## src/rtl/pulse_period_meter.sv

```systemverilog
// pulse_period_meter
//
// Measures the interval between rising edges of pulse_in in clki cycles and
// reports each interval with a one-cycle strobe. A watchdog drops lock and
// raises 'timeout' when no edge arrives within TIMEOUT cycles of the last one.
//
// Parameters
//   WIDTH    width of the period counter and of 'period'
//   TIMEOUT  largest measurable period in cycles (2 .. 2^WIDTH-1)
//
// Ports
//   clki      in   system clock
//   resetn    in   asynchronous active-low reset (released synchronously upstream)
//   pulse_in  in   measured signal, may be asynchronous to clki
//   period    out  last measured interval, held until the next measurement
//   valid     out  one-cycle strobe, high in the cycle 'period' updates
//   timeout   out  level, set when no edge arrived within TIMEOUT cycles
//   locked    out  level, high while measuring
module pulse_period_meter #(
  parameter int unsigned WIDTH   = 32,
  parameter int unsigned TIMEOUT = 24000000
) (
  input  logic             clki,
  input  logic             resetn,
  input  logic             pulse_in,
  output logic [WIDTH-1:0] period,
  output logic             valid,
  output logic             timeout,
  output logic             locked
);

  // Reject parameter combinations the counter cannot represent.
  if ((WIDTH < 32'd1) || (WIDTH > 32'd63)) begin : g_bad_width
    $error("pulse_period_meter: WIDTH must be in 1..63");
  end
  if ((TIMEOUT < 32'd2) ||
      (64'(TIMEOUT) > ((64'd1 << WIDTH) - 64'd1))) begin : g_bad_timeout
    $error("pulse_period_meter: TIMEOUT must be in 2..2^WIDTH-1");
  end

  // Count value at which the watchdog fires: TIMEOUT cycles after the edge
  // that cleared the counter.
  localparam logic [WIDTH-1:0] TERM_CNT = WIDTH'(TIMEOUT - 32'd1);
  localparam logic [WIDTH-1:0] CNT_ZERO = {WIDTH{1'b0}};
  localparam logic [WIDTH-1:0] CNT_ONE  = {{(WIDTH-1){1'b0}}, 1'b1};

  typedef enum logic [0:0] {
    ST_IDLE    = 1'b0,
    ST_MEASURE = 1'b1
  } state_t;

  logic             s1_q, s1_d;
  logic             s2_q, s2_d;
  logic             s3_q, s3_d;
  state_t           state_q, state_d;
  logic [WIDTH-1:0] cnt_q, cnt_d;
  logic [WIDTH-1:0] period_q, period_d;
  logic             valid_q, valid_d;
  logic             timeout_q, timeout_d;
  logic             locked_q, locked_d;
  logic             edge_det_s;

  // Next-state logic: synchronizer shift, edge detect, FSM and counter.
  always_comb begin
    s1_d       = pulse_in;
    s2_d       = s1_q;
    s3_d       = s2_q;
    // s3 is the history flop; a high s2 with a low s3 is one clean rise.
    edge_det_s = s2_q & ~s3_q;

    state_d    = state_q;
    cnt_d      = cnt_q;
    period_d   = period_q;
    valid_d    = 1'b0;
    timeout_d  = timeout_q;

    case (state_q)
      ST_IDLE: begin
        if (edge_det_s) begin
          // First edge only provides the reference point; nothing to report.
          cnt_d     = CNT_ZERO;
          timeout_d = 1'b0;
          state_d   = ST_MEASURE;
        end else begin
          state_d   = ST_IDLE;
        end
      end
      ST_MEASURE: begin
        if (edge_det_s) begin
          // cnt holds N-1 when the edge N cycles after the previous one is
          // consumed. The edge also wins against a simultaneous timeout.
          period_d = cnt_q + CNT_ONE;
          valid_d  = 1'b1;
          cnt_d    = CNT_ZERO;
        end else if (cnt_q == TERM_CNT) begin
          timeout_d = 1'b1;
          cnt_d     = CNT_ZERO;
          state_d   = ST_IDLE;
        end else begin
          cnt_d     = cnt_q + CNT_ONE;
        end
      end
      default: begin
        cnt_d   = CNT_ZERO;
        state_d = ST_IDLE;
      end
    endcase

    // Registered alongside the state so it tracks it in the same cycle.
    locked_d = (state_d == ST_MEASURE);
  end

  // State and output registers with asynchronous clear.
  always_ff @(posedge clki or negedge resetn) begin
    if (!resetn) begin
      s1_q      <= 1'b0;
      s2_q      <= 1'b0;
      s3_q      <= 1'b0;
      state_q   <= ST_IDLE;
      cnt_q     <= CNT_ZERO;
      period_q  <= CNT_ZERO;
      valid_q   <= 1'b0;
      timeout_q <= 1'b0;
      locked_q  <= 1'b0;
    end else begin
      s1_q      <= s1_d;
      s2_q      <= s2_d;
      s3_q      <= s3_d;
      state_q   <= state_d;
      cnt_q     <= cnt_d;
      period_q  <= period_d;
      valid_q   <= valid_d;
      timeout_q <= timeout_d;
      locked_q  <= locked_d;
    end
  end

  assign period  = period_q;
  assign valid   = valid_q;
  assign timeout = timeout_q;
  assign locked  = locked_q;

endmodule
```

## config.mk

```make
export PLATFORM = sky130hd
export DESIGN_NAME = pulse_period_meter
export DESIGN_NICKNAME = d
export VERILOG_FILES = /design/src/rtl/pulse_period_meter.sv
export SDC_FILE = /design/constraint.sdc
export NUM_CORES = 1
export LEC_CHECK = 0
export CORE_ASPECT_RATIO = 1.4
export CORE_UTILIZATION = 40
export CTS_CLUSTER_SIZE = 12
export DETAILED_ROUTE_END_ITERATION = 10
export GPL_ROUTABILITY_DRIVEN = 0
export SYNTH_ARGS = -nofsm -noshare
export SYNTH_HDL_FRONTEND = slang
export SYNTH_SLANG_ARGS = --single-unit
```

## constraint.sdc

```tcl
create_clock -name clki -period 2.95 [get_ports clki]
set_input_delay 0.4425 -clock clki [delete_from_list [all_inputs] [get_ports clki]]
set_output_delay 0.4425 -clock clki [all_outputs]
set_load 0.05 [all_outputs]
```

* Yosys cells after proc, flatten, opt, wreduce, memory -nomap -nowiden
Index checks and enable logic that the tools add are counted.
** Storage, ports and cells
- Flip-flop bits (word level) :: 70
- Input bits :: 3
- Output and inout port bits :: 35
- Logic and storage cells :: 31
** Cells by class
- Add/subtract/negate cells :: 1
- Equality and inequality tests :: 4
- Muxes and demuxes :: 13
- Bitwise operators :: 3
- Reductions and logical operators :: 2
** Operator list (count)
- $mux 32 :: 3
- $pmux 32 s2 :: 1
- $add 32x1->32 const B :: 1
- $eq 32x25->1 const B :: 1
- $mux 1 :: 7
- $ne 2x2->1 const B :: 2
- $pmux 1 s2 :: 2
- $reduce_and 3->1 :: 1
- $ne 2x1->1 const B :: 1
- $not 1->1 :: 2
- $reduce_and 2->1 :: 1
- $and 1x1->1 :: 1

* Logic depth before layout (Yosys ltp)
Gate-level depths: netlist of run 1.
- Word-level depth :: 4
- Depth in mapped cells :: 7
- Mapped depth without buffers :: 6

* Worst setup path after synthesis of run 1
OpenSTA, ideal clock, no wires.
- Path type :: reg-to-reg
- Start :: reg cnt_q[20]
- End :: reg cnt_q[5]
- Arrival :: 2.328 ns
- Setup slack :: 0.498 ns
- Stages on the path, launching flop included :: 8
- Path through :: dfrtp_1 > buf_2 > or4_1 > or4_4 > o31ai_4 > buf_4 > nor3_1 > a211o_1
** Between the ends
- Longest elaborated chain between the ends :: 4
** Ends and longest elaborated chain
- start, declared :: RTL line 56 : logic [WIDTH-1:0] cnt_q, cnt_d;
- start signal, assigned :: RTL line 130 : cnt_q <= cnt_d;
- $eq 32x25->1 :: RTL line 95 : end else if (cnt_q == TERM_CNT) begin
- $mux 32 :: RTL line 95
- $mux 32 :: RTL line 89 : if (edge_det_s) begin
- $pmux 32 s2 :: RTL line 77 : case (state_q)
Every way passes these cells.
A chain may end at the register's enable or synchronous reset.

* Worst setup path after layout of run 1
- Start :: reg cnt_q[25]
- End :: reg cnt_q[5]
The elaborated chain is that of the path after synthesis.

==> metrics.md, run 1 <==
| Metric | Value |
|---|---|
| Status | `finished clean` |
| Clock power frac | `46.8%` |
| Max clock buf depth | `2` |
| Yosys top cell by area | `dfrtp_1` |
| Max Fclk | `401 MHz` |
| Worst hold path type | `primary input to asynchronous set/reset pin` |
| Yosys Warn Count | `0` |
| Final Hold Viols | `0` |
| Crit path time final | `2.50 ns` |
| IO Port Bufs | `37` |
| Final Cycle Share | `84.6%` |
| Ratio of cells with drive above 1 in the final layout | `7.99%` |
| Boundary Pins | `38` |
| First-pass GRT wire length | `13800 microns` |
| Slew Viols, Final | `0` |
| Comb pwr share | `~11%` |
| Design area | `4420 sq um` |
| Initial Util | `41.7%` |
| ANT cells | `0` |
| Setup TNS | `0 ns` |
| # fillers | `between 800 and 900` |
| Post-synthesis async set-or-reset flop share | `100%` |
| Grt ovf | `0` |
| Slowest cell delay on critical path | `0.53 ns` |
| Critical path data required time | `3.17 ns` |
| Final net count | `412` |
| Worst-path fanout max | `34` |
| Internal cell power | `1.87 mW` |
| Multi-input combinational cell area | `~1700 sq um` |
| Post-synth top flop | `dfrtp_1` |
| Synth Register Bits | `70` |
| RSZ-0062 raised after global routing | `false` |
| Rows | `40` |
| Crit end category | `flip-flop` |
| Die Ht | `114 microns` |
| Worst-margin pin slew | `between 0.9 and 1 ns` |
| Count of cell types in the netlist | `40` |
| Die width | `around 80 microns` |
| Post-Syn Area | `around 3600 sq um` |
| Pwr/cell area | `564 nW/um^2` |
| Gate count of the mapped netlist | `376` |
| DRT antenna net count | `0` |
| Post-CTS setup buffers | `0` |
| CTS Hold Bufs | `0` |
| Clk_lat worst skew | `0.34 ns` |
| DR vias | `a little under 3000` |
| Initial DRC count | `170` |
| CP max-delay cell | `or4_1` |
| TritonCTS Buffers | `9` |
| Placed cell count | `502` |
| LEAKAGE | `1.89 nW` |
| Cell chain of the critical path | `or4_1, or4_4, o31ai_4, buf_12, nor3_1, a211o_1` |
| Worst clock skew | `0.00631 ns` |
| Largest cells by area after synthesis | `dfrtp_1 (49%), nand2_1 (6.0%), o21ai_0 (4.9%)` |
| Sink Count | `70` |
| CP Class | `flip-flop to flip-flop` |
| Clock root cell | `clkbuf_16` |
| NetSw | `626 uW` |
| H-Tree Level Count | `3` |
| Final setup vio count | `0` |
| Layout Area Growth over Synthesis | `22.6%` |
| Max VDD drop | `0.000402 V` |
| Clock Pin Slew Worst Setup and Hold Paths | `0.06 ns` |
| Net Sw Frac | `25.1%` |
| CTS resizes | `0` |
| Overall Global Routing Usage | `19.8%` |
| Reg area | `~1800 sq um` |
| Drt first pass iters | `4` |
| Number of max-cap violations | `0` |
| # DRC | `0` |
| Die area | `9410 sq um` |
| Placed Area | `about 4100 sq um` |
| Worst relative slew slack | `38.8%` |
| Vias in the first global route | `2830` |
| Mapped Nets | `380` |
| WP data arrival | `2.72 ns` |
| Initial antenna violation count | `0` |
| Post-synthesis sequential area ratio | `48.6%` |
| Total wire length | `8190 microns` |
| Post-DP HPWL | `5420 microns` |
| CTS tree | `built` |
| Core Area | `between 8000 and 9000 sq um` |
| Startpoint Class | `flip-flop` |
| Synth top area share | `roughly 49%` |
| Number of synthesized flops with an enable pin | `0` |
| Largest net degree at the start of global routing | `71` |
| Util after Layout | `51.1%` |
| Fin cells | `518` |
| Routed vias/inst | `5.57` |
| Sequential share of power | `between 40% and 50%` |
| Synth Area per Inst | `around 9.6 sq um` |
| Drt wl/cell | `15.8 microns` |
[cell usage in the layout (no fill, tap or decap), types with 11 or more instances in the layout]
cell type / n
clkdlybuf4s50_1: 36
dfrtp_1: 70
nand2_1: 57
nor3_1: 17
nor3b_1: 11
nor4_1: 11
nor4b_1: 11
o21ai_0: 35
o31ai_1: 11
xnor2_1: 18
xor2_1: 15
[metrics by stage]
step / setup slack, ns / power, mW / hold slack (ns)
final: 0.454 / 2.50 / 0.325
after global routing: 0.352 / 2.58 / 0.354
after CTS: 0.453 / 2.52 / 0.349
after detailed placement: 0.457 / 1.35 / 0.337
after global placement: 0.491 / 1.35 / 0.339
after floorplan: 0.498 / 1.25 / 0.147
[worst max-delay path: cells and delay by family (launching register included)]
kind                   cells  cell delay [ns]
AO/OA/AOI/OAI              2             0.59
AND/OR/NAND/NOR            3             1.11
flip-flops                 1             0.44
buffers and inverters      1             0.23
[sequential cells by signal, indices dropped and copies added, names as in the netlist]
register and count:
period 32, s3_q 1, cnt_q 32, locked 1
valid 1, s2_q 1, s1_q 1, timeout 1
[synthesized netlist by cell type (all sizes together), types with 4 or more instances]
cell type  count
nor3b         11
nand2         58
a21o          10
nand4         10
nor2           8
o22a          10
inv            4
and4           4
and3          10
xor2          15
nor4b         11
clkbuf        20
nand3          9
o21ai         35
dfrtp         70
xnor2         18
buf            7
nor4          11
o31ai         12
nor3          17
[final timing paths]
path	from	to	slack [ns]	depth (start not counted)
max	cnt_q[25]$_DFFE_PN0P_	cnt_q[5]$_DFFE_PN0P_	0.45	6
min	resetn	s2_q$_DFF_PN0_	0.32	2
max reg2reg	cnt_q[25]$_DFFE_PN0P_	cnt_q[5]$_DFFE_PN0P_	0.45	6
min reg2reg	s1_q$_DFF_PN0_	s2_q$_DFF_PN0_	0.35	0
max in group asynchronous	resetn	cnt_q[21]$_DFFE_PN0P_	2.03	2
min in group clki	s1_q$_DFF_PN0_	s2_q$_DFF_PN0_	0.35	0
[routing by layer]
metal	up-vias	track usage [%]	wire, microns
li1	1426	-	-
met1	1403	24.9	3690
met2	42	31.5	4110
met3	13	3.19	193
met4	0	11.3	201
met5	-	0	0
[cell families after synthesis]
kind of cell | after synthesis | share of synthesized area, %
AO/OA/AOI/OAI | 76 | 14.4
XOR/XNOR | 33 | 8.01
adder cells (fa/ha/maj) | 1 | 0.347
buffers and inverters | 31 | 3.57
flip-flops | 70 | 48.6
multiplexers | 1 | 0.312
AND/OR/NAND/NOR | 164 | 24.8
[layout make-up]
type	count	area share [%]
flip-flops and latches	70	39.6
multi-input cells	275	39.3
repair buffers	48	10.7
clock buffers	12	5.57
well taps	105	2.97
clock inverters	4	1.58
inverters	4	0.339
[power by group through the flow]
stage	registers, mW	clock network [mW]	logic [mW]
CTS	1.05	1.19	0.286
finish	1.05	1.17	0.280
detailed placement	1.06	0	0.285
global route	1.05	1.22	0.306
floorplan	1.15	0	0.101
global placement	1.06	0	0.283
(Power assumes the default switching activity.)
==> run 2, diff against run 1 <==
==> constraint.sdc (replaced) <==
create_clock -name clki -period 2.2 [get_ports clki]
set_input_delay 0.33 -clock clki [delete_from_list [all_inputs] [get_ports clki]]
set_output_delay 0.33 -clock clki [all_outputs]
set_load 0.05 [all_outputs]
==> metrics.md, run 2 (synthesis gave the netlist of run 1 again) <==
| Metric | Value |
|---|---|
| Status | `finished, violations left (was finished clean)` |
| Failing checks | `negative setup slack` |
| TritonCTS Buffers | `9 (unchanged)` |
| Crit end category | `flip-flop (unchanged)` |
| Worst slack, placed | `-0.192 ns (was 0.457 ns)` |
| Worst relative slew slack | `61.6% (was 38.8%)` |
| Clock Pin Slew Worst Setup and Hold Paths | `0.06 ns (about the same)` |
| Max VDD drop | `0.000440 V (was 0.000402 V)` |
| NetSw | `841 uW (was 626 uW)` |
| Final net count | `449 (was 412)` |
| Final setup vio count | `29 (was 0)` |
| Final Hold Viols | `0 (unchanged)` |
| Worst-margin pin slew | `0.571 ns (was 0.919 ns)` |
| Layout Area Growth over Synthesis | `35.3% (was 22.6%)` |
| Critical path data required time | `2.42 ns (was 3.17 ns)` |
| Reg area | `1750 sq um (unchanged)` |
| Max clock buf depth | `2 (unchanged)` |
| Initial Util | `41.7% (unchanged)` |
| Net Sw Frac | `24.9% (was 25.1%)` |
| CTS tree | `built (unchanged)` |
| Fin Hold WS | `0.0125 ns (was 0.325 ns)` |
| DRT antenna net count | `0 (unchanged)` |
| Commonest cells after routing, fill and taps aside | `dfrtp_1 (70), nand2_1 (57), clkdlybuf4s50_1 (36), buf_4 (36), o21ai_0 (33) (was dfrtp_1 (70), nand2_1 (57), clkdlybuf4s50_1 (36))` |
| Worst clock skew | `0.00592 ns (was 0.00631 ns)` |
| GRT busiest layer | `met2 (unchanged)` |
| Die Ht | `114 microns (unchanged)` |
| Max Fclk | `415 MHz (was 401 MHz)` |
| GR Util met3 | `4.06% (was 3.19%)` |
| Clk_lat worst skew | `0.34 ns (about the same)` |
| Crit path time final | `2.41 ns (was 2.50 ns)` |
| Start of the worst register-to-register path | `cnt_q[25]$_DFFE_PN0P_ (unchanged)` |
| Ratio of cells with drive above 1 in the final layout | `17.3% (was 7.99%)` |
| Die width | `82.3 microns (unchanged)` |
| LEAKAGE | `2.12 nW (was 1.89 nW)` |
| CP Class | `flip-flop to flip-flop (unchanged)` |
| Design area | `4880 sq um (was 4420 sq um)` |
| Placed Area | `4330 sq um (was 4110 sq um)` |
| Drt first pass iters | `4 (unchanged)` |
| Number of max-cap violations | `0 (unchanged)` |
| Worst-path fanout max | `7 (was 34)` |
| ANT cells | `0 (unchanged)` |
| Internal cell power | `2.53 mW (was 1.87 mW)` |
| Worst R2R Path Depth | `7 (was 6)` |
| Overall Global Routing Usage | `20.9% (was 19.8%)` |
| Vias in the first global route | `2948 (was 2830)` |
| Pwr Total | `3.37 mW (was 2.50 mW)` |
| H-Tree Level Count | `3 (unchanged)` |
| Setup TNS | `-4.78 ns (was 0 ns)` |
| Multi-input combinational cell area | `1800 sq um (was 1740 sq um)` |
| Initial antenna violation count | `0 (unchanged)` |
| Pwr/cell area | `691 nW/um^2 (was 564 nW/um^2)` |
| Routed vias/inst | `5.53 (was 5.57)` |
| Drt wl/cell | `16.5 microns (was 15.8 microns)` |
| DR vias | `3069 (was 2884)` |
| Grt ovf | `0 (unchanged)` |
| IO Port Bufs | `37 (unchanged)` |
| Total wire length | `9140 microns (was 8190 microns)` |
| Reg-to-Reg End | `cnt_q[5]$_DFFE_PN0P_ (unchanged)` |
| WP data arrival | `2.63 ns (was 2.72 ns)` |
| Leading cell type in the layout, fill and taps excluded | `dfrtp_1 (unchanged)` |
| Worst hold path type | `primary input to asynchronous set/reset pin (unchanged)` |
| Slew Viols, Final | `0 (unchanged)` |
| Initial DRC count | `147 (was 170)` |
| R2r setup slk | `-0.21 ns (was 0.45 ns)` |
| Core Area | `8660 sq um (unchanged)` |
| M1 GR Usage | `25.3% (was 24.9%)` |
| Die area | `9410 sq um (unchanged)` |
| # DRC | `0 (unchanged)` |
| Clock power frac | `46.2% (was 46.8%)` |
| Clock root cell | `clkbuf_16 (unchanged)` |
| Boundary Pins | `38 (unchanged)` |
| # fillers | `775 (was 822)` |
| Comb pwr share | `12.4% (was 11.2%)` |
| Startpoint Class | `flip-flop (unchanged)` |
| Post-DP HPWL | `5660 microns (was 5420 microns)` |
| M2 GR Usage | `35.3% (was 31.5%)` |
| Rows | `40 (unchanged)` |
| Sink Count | `70 (unchanged)` |
| RSZ-0062 raised after global routing | `true (was false)` |
| Final worst setup slack | `-0.207 ns (was 0.454 ns)` |
| Final Cycle Share | `109% (was 84.6%)` |
| Sequential share of power | `41.4% (was 42.0%)` |
| First-pass GRT wire length | `14500 microns (was 13800 microns)` |
| Largest net degree at the start of global routing | `71 (unchanged)` |
==> run 2: area by class of cell <==
cell class              instances  share of cell area [%]
multi-input cells             275                    36.8
clock buffers                  12                    5.05
flip-flops and latches         70                    35.9
repair buffers                 85                    17.8
well taps                     105                    2.69
clock inverters                 4                    1.44
inverters                       4                   0.308
==> run 2: worst max-delay path by stage <==
stage	startpoint	slack [ns]	cells after the start	to
floorplan	cnt_q[20]$_DFFE_PN0P_	-0.17	7	cnt_q[24]$_DFFE_PN0P_
global placement	cnt_q[25]$_DFFE_PN0P_	-0.16	6	cnt_q[31]$_DFFE_PN0P_
detailed placement	cnt_q[25]$_DFFE_PN0P_	-0.19	6	cnt_q[31]$_DFFE_PN0P_
CTS	cnt_q[25]$_DFFE_PN0P_	-0.18	6	cnt_q[31]$_DFFE_PN0P_
global route	cnt_q[25]$_DFFE_PN0P_	-0.27	7	cnt_q[5]$_DFFE_PN0P_
finish	cnt_q[25]$_DFFE_PN0P_	-0.21	7	cnt_q[5]$_DFFE_PN0P_
==> run 2: worst max-delay path, stage by stage (launching register included) <==
cell	delay (ns)
dfrtp_1	0.37
or4_4	0.53
or4_4	0.52
o31ai_4	0.23
buf_6	0.18
buf_8	0.13
nor3_2	0.05
a211o_1	0.27
==> run 2: per-layer routing <==
| layer | up-vias | share of wire, % |
|---|---|---|
| met3 | 15 | 3.1 |
| met4 | 0 | 2.5 |
| met5 | - | 0 |
| met2 | 58 | 52 |
| li1 | 1492 | - |
| met1 | 1504 | 42 |
==> run 2: per-stage QoR <==
step	instances	utilization, %
3_3_place_gp	530	50.0
6_report	555	56.4
3_5_place_dp	530	50.0
5_1_grt	555	56.4
2_1_floorplan	376	-
4_1_cts	548	54.1
==> run 2: what timing repair did <==
item                       in CTS  in global routing
hold buffers                    0                  0
resized for setup               2                 16
gates cloned                    1                  4
setup endpoints to repair      29                 34
pin swaps                       0                  3
buffers inserted                1                  3
==> run 2: power groups by stage <==
stage / logic [mW] / clock network (mW) / registers [mW]
after detailed placement: 0.415 / 0 / 1.42
after CTS: 0.417 / 1.58 / 1.40
after global placement: 0.414 / 0 / 1.42
after global routing: 0.457 / 1.65 / 1.40
final: 0.418 / 1.56 / 1.40
after floorplan: 0.135 / 0 / 1.54
==> run 3, diff against run 2 <==
--- a/config.mk
+++ b/config.mk
@@ -5,6 +5,7 @@
 export SDC_FILE = /design/constraint.sdc
 export NUM_CORES = 1
 export LEC_CHECK = 0
+export CAP_MARGIN = 20
 export CORE_ASPECT_RATIO = 1.4
 export CORE_UTILIZATION = 40
 export CTS_CLUSTER_SIZE = 12
==> results of run 3 <==
No change in the layout: final DEF, timing and power equal those of run 2.
